`src/rtl/pe_wmem_ctrl_pkg.sv`:
```
// Shared definitions for the PE weight-memory controller.
// Holds the FSM state encoding and the state-register width used by the
// controller top level.
package pe_wmem_ctrl_pkg;

   localparam int STATE_W = 3;

   localparam logic [STATE_W-1:0] ST_IDLE  = 3'd0;
   localparam logic [STATE_W-1:0] ST_LOAD  = 3'd1;
   localparam logic [STATE_W-1:0] ST_FLUSH = 3'd2;
   localparam logic [STATE_W-1:0] ST_READ  = 3'd3;
   localparam logic [STATE_W-1:0] ST_DONE  = 3'd4;

endpackage

```
`src/rtl/pe_wmem_ctrl_if.sv`:
```
// Weight-stream and scratchpad-port bundle for pe_wmem_ctrl.
// Signals:
//   wgt_valid / wgt_data / wgt_ready   : incoming weight stream handshake
//   write_req_w_mem / w_addr_w_mem /
//   w_data_w_mem                       : scratchpad write port
//   read_req_w_mem / r_addr_w_mem      : read request at head of PE chain
// Modports:
//   master : controller side (drives ready and the scratchpad ports)
//   slave  : environment side (weight source and scratchpad/PE row)
interface pe_wmem_ctrl_if #(
   parameter int WMEM_ADDR_BITWIDTH = 8,
   parameter int WGT_BITWIDTH       = 8
);
   logic                          wgt_valid;
   logic [WGT_BITWIDTH-1:0]       wgt_data;
   logic                          wgt_ready;
   logic                          write_req_w_mem;
   logic [WMEM_ADDR_BITWIDTH-1:0] w_addr_w_mem;
   logic [WGT_BITWIDTH-1:0]       w_data_w_mem;
   logic                          read_req_w_mem;
   logic [WMEM_ADDR_BITWIDTH-1:0] r_addr_w_mem;

   modport master (
      input  wgt_valid, wgt_data,
      output wgt_ready, write_req_w_mem, w_addr_w_mem, w_data_w_mem,
             read_req_w_mem, r_addr_w_mem
   );

   modport slave (
      output wgt_valid, wgt_data,
      input  wgt_ready, write_req_w_mem, w_addr_w_mem, w_data_w_mem,
             read_req_w_mem, r_addr_w_mem
   );
endinterface

```
`src/rtl/pe_wmem_ctrl_wrap_counter.sv`:
```
// Up-counter that wraps to zero after reaching a programmable last value.
// Ports:
//   clk, reset : clock, asynchronous active-low reset
//   inc        : advance by one (wraps to 0 when count == last)
//   clr        : synchronous clear, has priority over inc
//   last       : terminal value
//   count      : current value
//   wrap       : count currently equals last
module wrap_counter #(
   parameter int WIDTH = 8
) (
   input  logic             clk,
   input  logic             reset,
   input  logic             inc,
   input  logic             clr,
   input  logic [WIDTH-1:0] last,
   output logic [WIDTH-1:0] count,
   output logic             wrap
);

   assign wrap = (count == last);

   always_ff @(posedge clk or negedge reset) begin
      if (!reset) begin
         count <= '0;
      end else if (clr) begin
         count <= '0;
      end else if (inc) begin
         count <= wrap ? '0 : count + WIDTH'(1);
      end
   end

endmodule

```
`src/rtl/pe_wmem_ctrl.sv`:
```
// Weight-memory controller for a PE row.
// Loads a weight stream into consecutive scratchpad addresses, then sweeps
// read requests over the loaded range a configurable number of passes.
// Ports:
//   clk, reset     : clock, asynchronous active-low reset
//   start          : launch request, sampled only while idle
//   cfg_last_addr  : last scratchpad address (weight count - 1)
//   cfg_last_loop  : read passes - 1
//   cfg_skip_load  : weights already resident, go straight to reading
//   busy           : controller not idle
//   done           : one-cycle completion pulse
//   bus            : weight stream + scratchpad write/read ports
module pe_wmem_ctrl
   import pe_wmem_ctrl_pkg::*;
#(
   parameter int WMEM_ADDR_BITWIDTH = 8,
   parameter int WGT_BITWIDTH       = 8,
   parameter int LOOP_BITWIDTH      = 8
) (
   input  logic                          clk,
   input  logic                          reset,
   input  logic                          start,
   input  logic [WMEM_ADDR_BITWIDTH-1:0] cfg_last_addr,
   input  logic [LOOP_BITWIDTH-1:0]      cfg_last_loop,
   input  logic                          cfg_skip_load,
   output logic                          busy,
   output logic                          done,
   pe_wmem_ctrl_if.master                bus
);

   logic [STATE_W-1:0]            state;
   logic [WMEM_ADDR_BITWIDTH-1:0] last_addr_q;
   logic [LOOP_BITWIDTH-1:0]      last_loop_q;

   logic [WMEM_ADDR_BITWIDTH-1:0] wr_cnt, rd_cnt;
   logic [LOOP_BITWIDTH-1:0]      loop_cnt;
   logic                          wr_wrap, rd_wrap, loop_wrap;
   logic                          hs, rd_inc, loop_inc, clr_all, read_last;

   // wgt_ready is a pure state decode, so the handshake needs only the state.
   assign hs        = (state == ST_LOAD) && bus.wgt_valid;
   assign rd_inc    = (state == ST_READ);
   assign loop_inc  = rd_inc && rd_wrap;
   assign read_last = rd_inc && rd_wrap && loop_wrap;
   assign clr_all   = (state == ST_DONE);

   wrap_counter #(.WIDTH(WMEM_ADDR_BITWIDTH)) u_wr_cnt (
      .clk(clk), .reset(reset), .inc(hs), .clr(clr_all),
      .last(last_addr_q), .count(wr_cnt), .wrap(wr_wrap)
   );

   wrap_counter #(.WIDTH(WMEM_ADDR_BITWIDTH)) u_rd_cnt (
      .clk(clk), .reset(reset), .inc(rd_inc), .clr(clr_all),
      .last(last_addr_q), .count(rd_cnt), .wrap(rd_wrap)
   );

   wrap_counter #(.WIDTH(LOOP_BITWIDTH)) u_loop_cnt (
      .clk(clk), .reset(reset), .inc(loop_inc), .clr(clr_all),
      .last(last_loop_q), .count(loop_cnt), .wrap(loop_wrap)
   );

   always_ff @(posedge clk or negedge reset) begin
      if (!reset) begin
         state       <= ST_IDLE;
         last_addr_q <= '0;
         last_loop_q <= '0;
      end else begin
         case (state)
            ST_IDLE: begin
               if (start) begin
                  last_addr_q <= cfg_last_addr;
                  last_loop_q <= cfg_last_loop;
                  state       <= cfg_skip_load ? ST_READ : ST_LOAD;
               end
            end
            ST_LOAD:  if (hs && wr_wrap) state <= ST_FLUSH;
            // One dead cycle so the final write is on the port before any read.
            ST_FLUSH: state <= ST_READ;
            ST_READ:  if (read_last) state <= ST_DONE;
            ST_DONE:  state <= ST_IDLE;
            default:  state <= ST_IDLE;
         endcase
      end
   end

   // Write port is registered; address/data hold between writes.
   always_ff @(posedge clk or negedge reset) begin
      if (!reset) begin
         bus.write_req_w_mem <= 1'b0;
         bus.w_addr_w_mem    <= '0;
         bus.w_data_w_mem    <= '0;
      end else begin
         bus.write_req_w_mem <= hs;
         if (hs) begin
            bus.w_addr_w_mem <= wr_cnt;
            bus.w_data_w_mem <= bus.wgt_data;
         end
      end
   end

   assign bus.wgt_ready      = (state == ST_LOAD);
   assign bus.read_req_w_mem = (state == ST_READ);
   assign bus.r_addr_w_mem   = rd_cnt;
   assign busy               = (state != ST_IDLE);
   assign done               = (state == ST_DONE);

endmodule

```
`src/flat_wrapper.sv`:
```
// flat-port wrapper written by rule: the top's interface ports become plain ports
module pe_wmem_ctrl_flat import pe_wmem_ctrl_pkg::*;
#(
   parameter int WMEM_ADDR_BITWIDTH = 8,
   parameter int WGT_BITWIDTH       = 8,
   parameter int LOOP_BITWIDTH      = 8
)
  (clk, reset, start, cfg_last_addr, cfg_last_loop, cfg_skip_load, busy, done, bus_wgt_valid, bus_wgt_data, bus_wgt_ready, bus_write_req_w_mem, bus_w_addr_w_mem, bus_w_data_w_mem, bus_read_req_w_mem, bus_r_addr_w_mem);
  pe_wmem_ctrl_if #(.WMEM_ADDR_BITWIDTH(WMEM_ADDR_BITWIDTH), .WGT_BITWIDTH(WGT_BITWIDTH)) bus_i ();
  input  logic clk;
  input  logic reset;
  input  logic start;
  input  logic [WMEM_ADDR_BITWIDTH-1:0] cfg_last_addr;
  input  logic [LOOP_BITWIDTH-1:0] cfg_last_loop;
  input  logic cfg_skip_load;
  output logic busy;
  output logic done;
  input wire logic [$bits(bus_i.wgt_valid)-1:0] bus_wgt_valid;
  input wire logic [$bits(bus_i.wgt_data)-1:0] bus_wgt_data;
  output wire logic [$bits(bus_i.wgt_ready)-1:0] bus_wgt_ready;
  output wire logic [$bits(bus_i.write_req_w_mem)-1:0] bus_write_req_w_mem;
  output wire logic [$bits(bus_i.w_addr_w_mem)-1:0] bus_w_addr_w_mem;
  output wire logic [$bits(bus_i.w_data_w_mem)-1:0] bus_w_data_w_mem;
  output wire logic [$bits(bus_i.read_req_w_mem)-1:0] bus_read_req_w_mem;
  output wire logic [$bits(bus_i.r_addr_w_mem)-1:0] bus_r_addr_w_mem;
  assign bus_i.wgt_valid = bus_wgt_valid;
  assign bus_i.wgt_data = bus_wgt_data;
  assign bus_wgt_ready = bus_i.wgt_ready;
  assign bus_write_req_w_mem = bus_i.write_req_w_mem;
  assign bus_w_addr_w_mem = bus_i.w_addr_w_mem;
  assign bus_w_data_w_mem = bus_i.w_data_w_mem;
  assign bus_read_req_w_mem = bus_i.read_req_w_mem;
  assign bus_r_addr_w_mem = bus_i.r_addr_w_mem;
  pe_wmem_ctrl #(.WMEM_ADDR_BITWIDTH(WMEM_ADDR_BITWIDTH), .WGT_BITWIDTH(WGT_BITWIDTH), .LOOP_BITWIDTH(LOOP_BITWIDTH)) u_core (.clk(clk), .reset(reset), .start(start), .cfg_last_addr(cfg_last_addr), .cfg_last_loop(cfg_last_loop), .cfg_skip_load(cfg_skip_load), .busy(busy), .done(done), .bus(bus_i));
endmodule
```
`config.mk`:
```
export PLATFORM = sky130hd
export DESIGN_NAME = pe_wmem_ctrl_flat
export DESIGN_NICKNAME = d
export VERILOG_FILES = /design/src/rtl/pe_wmem_ctrl_pkg.sv /design/src/rtl/pe_wmem_ctrl_if.sv /design/src/rtl/pe_wmem_ctrl_wrap_counter.sv /design/src/rtl/pe_wmem_ctrl.sv /design/src/flat_wrapper.sv
export SDC_FILE = /design/constraint.sdc
export NUM_CORES = 1
export LEC_CHECK = 0
export CORE_MARGIN = 3
export CORE_UTILIZATION = 50
export CTS_CLUSTER_SIZE = 24
export DETAILED_ROUTE_END_ITERATION = 7
export HOLD_SLACK_MARGIN = 0.05
export PLACE_DENSITY = 0.84
export SKIP_CTS_REPAIR_TIMING = 1
export SLEW_MARGIN = 20
export SYNTH_ARGS = -nofsm -noshare
export SYNTH_HDL_FRONTEND = slang
export SYNTH_HIERARCHICAL = 1
export SYNTH_SLANG_ARGS = --single-unit
```
`constraint.sdc`:
```
create_clock -name clk -period 2.6 [get_ports clk]
set_input_delay 0.39 -clock clk [delete_from_list [all_inputs] [get_ports clk]]
set_output_delay 0.39 -clock clk [all_outputs]
set_load 0.005 [all_outputs]
```
## Word level (Yosys, flattened, before mapping)

Index checks and enable logic that the tools add are counted.

- Register bits after elaboration: 60
- Word-level logic and storage cells: 47
- Output and inout port bits: 29
- Bits of input ports: 29

- Eq/ne operators: 10
- $add $sub $neg: 3
- Muxes and demuxes: 14
- Reduce and logical (&&, ||, !) cells: 11

Operators with widths:

| operator | number |
|---|---|
| 8-bit two-way mux | 9 |
| 8-bit by 1-bit adder with 8-bit output (second input constant) | 3 |
| 8-bit equality test | 3 |
| 3-bit case mux with 4 select lines | 1 |
| 3-bit two-way mux | 3 |
| 3-bit by 2-bit equality test with 1-bit output (second input constant) | 2 |
| 2-bit nonzero test | 3 |
| 1-bit logical AND | 4 |
| 2-bit inequality test (second input constant) | 2 |
| 3-bit by 1-bit equality test with 1-bit output (second input constant) | 1 |
| 3-bit equality test (second input constant) | 1 |
| 3-bit zero test | 1 |
| 3-bit AND reduction | 1 |
| 3-bit nonzero test | 1 |
| 2-bit two-way mux | 1 |
| 2-bit by 1-bit inequality test with 1-bit output (second input constant) | 1 |
| 2-bit AND reduction | 1 |

## Logic depth before layout (Yosys ltp)

- Depth after elaboration: 5
- Gate-level depth with buffers: 8
- Depth with buffers taken out: 8

## By module

The synthesis kept the hierarchy.

By module, submodules not included:

| module | seq. area each (µm²) | cells an instance | times used | area each (µm²) |
|---|---|---|---|---|
| wrap_counter | 200.2 | 56 | 3 | 528.0 |
| pe_wmem_ctrl | 900.9 | 87 | 1 | 1,492.7 |

## Worst setup path before layout

No wires, ideal clock.

- Path type: reg2reg
- From: reg u_core.state[0]
- To: reg u_core.u_loop_cnt.count[7]
- Path slack: 196 ps
- Buffers on the path: 1
- Stages on the path, launching flop included: 7
- Required time: 2,471 ps
- Library setup time: 129 ps
- Arrival time: 2,275 ps
- Period minus slack after synthesis: 2,404 ps
- Cell sequence: dfrtp_1 -> buf_6 -> nor3b_1 -> o211ai_1 -> nor3_1 -> xnor2_1 -> nor2_1

- Elaborated cells between the ends (all ways): 5
- Those cells by class: eq/ne: 2; mux: 1; reduce/logical: 2

RTL lines:

| what | RTL line | source |
|---|---|---|
| start, declared | pe_wmem_ctrl.sv:31 | `logic [STATE_W-1:0] state;` |
| start signal, assigned | pe_wmem_ctrl.sv:73 | `state <= cfg_skip_load ? ST_READ : ST_LOAD;` |
| 3-bit equality test * | - |  |
| via done | flat_wrapper.sv:17 | `output logic done;` |
| 8-bit two-way mux / 2-bit nonzero test (equally long branches) | - |  |
| end signal, assigned | pe_wmem_ctrl_wrap_counter.sv:29 | `count <= wrap ? '0 : count + WIDTH'(1);` |
| end, declared | pe_wmem_ctrl_wrap_counter.sv:17 | `output logic [WIDTH-1:0] count,` |

Mark *: on every way through the listed nets, which the timed path passes. The rest lies on a longest branch.
A chain may end at the register's enable or synchronous reset.

## Final worst setup path

- From: reg u_core.state[0]
- To: out busy

- Longest elaborated chain between the ends: 1

Ends and longest elaborated chain:

| what | RTL line | source |
|---|---|---|
| 3-bit nonzero test | pe_wmem_ctrl.sv:104 | `assign busy = (state != ST_IDLE);` |
| end, declared | flat_wrapper.sv:16 | `output logic busy;` |

Every way passes these cells.

==> metrics.md <==
| Metric | Value |
|---|---|
| Fin crit share | a little over four fifths |
| Kind of critical path | reg -> out |
| Post-synthesis register bit count | 60 |
| # diodes | 0 |
| Critical path required time | 2.21 ns |
| Placeable Area | 5740 um^2 |
| Main area contributors after synthesis | dfrtp_1, xnor2_1, mux2_2, mux2_4, nor2_1 |
| Pin count of the biggest net entering global routing | 27 |
| Routed WL per cell | roughly 16 um |
| Seq pwr share | between 30% and 40% |
| Vias in the first global route | about 2,300 |
| Clock skew | approximately 0.0083 ns |
| Grt total ovfl | 0 |
| Post-synthesis cell type count | 37 |
| Design area | ~4000 um^2 |
| Clock root cell | clkbuf_8 |
| Final Slew Violations | 0 |
| Sequential element share of the synthesized area | about half |
| Worst slew pin tran | approximately 0.57 ns |
| Unrepaired setup endpoints after global routing | no |
| Std-Cell Rows | 27 |
| Synth Instances | 255 |
| Worst EP arrival | between 1.5 and 2 ns |
| Post-synth top area cell | dfrtp_1 |
| DR vias | about 2,200 |
| 1st-pass router iterations | 4 |
| Power density cells | 956 nW/um^2 |
| Tmin final | roughly 2.2 ns |
| Clk network pwr share | 26.5% |
| CP Max Fanout | 11 |
| Area Overhead vs Synth | 28.6% |
| TritonCTS buffer count | 9 |
| Final Net Count | around 360 |
| Post-DRT Antenna Nets | 0 |
| Drc violations | 0 |
| Switching Fraction | a little under a third |
| Relative slew margins | between 60% and 70% |
| Die Y | 84.4 um |
| Synth top area share | between 40% and 50% |
| Initial Util | a little over half |
| Layout cell share with drive strength beyond 1 | a little over a fifth |
| Global-route wire length before repair | about 11 mm |
| CTS sink count | 60 |
| # IOs | between 50 and 60 |
| Die X | approximately 84 um |
| Nature of the critical path startpoint | flop |
| # fillers | roughly 450 |
| Max-cap viol count | 0 |
| Hpwl dp | 4.70 mm |
| Pre-CTS setup slack | 0.478 ns |
| Post-DP Area | 3720 um^2 |
| Hold Fails Final Rpt | 0 |
| DRT iter0 DRCs | 87 |
| Avg Cell Area, Syn | between 10 and 15 um^2 |
| Die area | 7130 um^2 |
| Vias per cell | around 5.4 |
| CTS max path bufs | 2 |
| Status | finished, final reports clean |
| Drt total wl | 6.49 mm |
| Syn. warnings | 6 |
| Max IR drop VDD | between 500 and 600 uV |
| P_leak | approximately 1.6 nW |
| Worst-skew pair later-pin latency | around 0.34 ns |
| Gr usage total | approximately a fifth |
| Final hold slack | roughly 0.045 ns |
| Clk slew on worst S/H paths | 0.07 ns |
| Combinational share of power | between 30% and 40% |
| Synthesized net count | 287 |
| Initial antenna violation count | 0 |
| Crit end category | output port |
| Number of port buffers | 57 |
| H-tree depth | 3 |
| Number of setup violations in the final report | 0 |
| Internal power | about 2.6 mW |
| Worst setup margin | between 0.3 and 0.4 ns |
| Setup TNS | 0 ns |
| CTS tree | yes |
| Worst Hold Class | in -> async |
| Synth Cell Area | 3080 um^2 |
| FMAX | 454 MHz |
| GPL Wtd Cong | between 0.9 and 1 |
| P_sw | around 1.2 mW |
==> final timing paths <==
check | from | end | slack (ns) | depth (start not counted)
worst min-delay path | reset | u_core/bus.w_data_w_mem[4]$_DFFE_PN0P_ | 0.05 | 1
worst min register to register | u_core/bus.w_addr_w_mem[5]$_DFFE_PN0P_ | u_core/bus.w_addr_w_mem[5]$_DFFE_PN0P_ | 0.49 | 1
max in group asynchronous | reset | u_core/last_loop_q[4]$_DFFE_PN0P_ | 1.84 | 2
min in group clk | u_core/bus.w_addr_w_mem[5]$_DFFE_PN0P_ | u_core/bus.w_addr_w_mem[5]$_DFFE_PN0P_ | 0.49 | 1
worst max-delay path | u_core/state[0]$_DFFE_PN0P_ | busy | 0.39 | 2
worst max register to register | u_core/u_rd_cnt/count[1]$_DFFE_PN0P_ | u_core/u_loop_cnt/count[7]$_DFFE_PN0P_ | 0.53 | 8
==> synthesized netlist by cell type <==
library cell,number
buf_6,2
mux2_1,3
mux2_4,10
ha_1,3
and3b_2,2
xor2_1,3
nor3b_1,2
nor4b_4,1
o21ai_0,12
and2_1,1
or3_2,1
o2111ai_1,3
xnor2_1,36
and3_2,1
nand4_2,6
o21ai_2,3
o211ai_1,3
o311ai_1,3
buf_2,1
a41oi_1,1
mux2_2,19
nor2_1,27
and4bb_1,1
and3_1,1
o31a_1,1
o211a_1,3
and2b_1,3
o311a_2,1
nand3_1,3
o31ai_4,3
inv_1,12
nor3_1,3
dfrtp_1,60
buf_8,2
nand4b_1,1
nand2_1,15
or2_1,3
==> layer usage <==
metal / track usage [%] / share of wire [%] / vias up
met5: 0 / 0 / -
met4: 10.6 / 2.3 / 0
met3: 4.51 / 5.2 / 17
met2: 33.2 / 53 / 55
met1: 22.3 / 40 / 1066
li1: - / - / 1026
==> flip-flops by register name, indices dropped and copies added, names as in the netlist <==
signal / count
u_core/u_loop_cnt/count: 8
u_core/bus.write_req_w_mem: 1
u_core/last_addr_q: 8
u_core/bus.w_addr_w_mem: 8
u_core/u_rd_cnt/count: 8
u_core/state: 3
u_core/last_loop_q: 8
u_core/bus.w_data_w_mem: 8
u_core/u_wr_cnt/count: 8
==> power by group through the flow <==
stage	combinational (mW)	sequential (mW)	clock (mW)
after floorplan	0.797	1.45	0
final	1.28	1.50	1.00
after global routing	1.39	1.55	1.07
after global placement	1.25	1.49	0
after detailed placement	1.29	1.52	0
after CTS	1.30	1.50	1.02
==> critical path: stages (launching register included) <==
cell and delay [ns]:
dfrtp_1 0.50, or3_2 0.51, clkdlybuf4s50_1 0.46
==> area by class of cell <==
cell class,instances,area (um^2),area share (%)
clock inverter,7,115,2.91
sequential,60,1500,38.0
inverter,12,45.0,1.14
multi-input combinational,178,1480,37.3
timing repair buffer,62,603,15.2
clock buffer,9,124,3.13
tap,72,90.1,2.28
==> through the flow <==
stage / cells / util, % / total power [mW]
floorplan: 255 / - / 2.25
global placement: 384 / 64.7 / 2.74
detailed placement: 384 / 64.7 / 2.80
CTS: 400 / 68.9 / 3.82
global route: 400 / 68.9 / 4.01
finish: 400 / 68.9 / 3.78
==> cells by family after synthesis <==
group,count (synthesis),synth area share (%)
buf+inv,17,3.33
simple gates,71,13.4
compound gates,33,9.23
fa+ha+maj,3,1.22
xor+xnor,39,11.1
flops,60,48.8
mux,32,12.9
==> layout by cell type, fill, tap and decap left out, drive strengths merged, types with 3 or more instances in the layout <==
cell / instances
o311ai: 3
or2: 3
xnor2: 36
inv: 12
o2111ai: 3
dfrtp: 60
bufinv: 3
nand4: 6
clkdlybuf4s50: 56
nand3: 3
nor3: 3
ha: 3
o211ai: 3
and2b: 3
nor2: 27
o21ai: 15
xor2: 3
o31ai: 3
buf: 6
o211a: 3
mux2: 32
clkbuf: 9
nand2: 15
No activity file was read; power rests on OpenSTA's default activity.
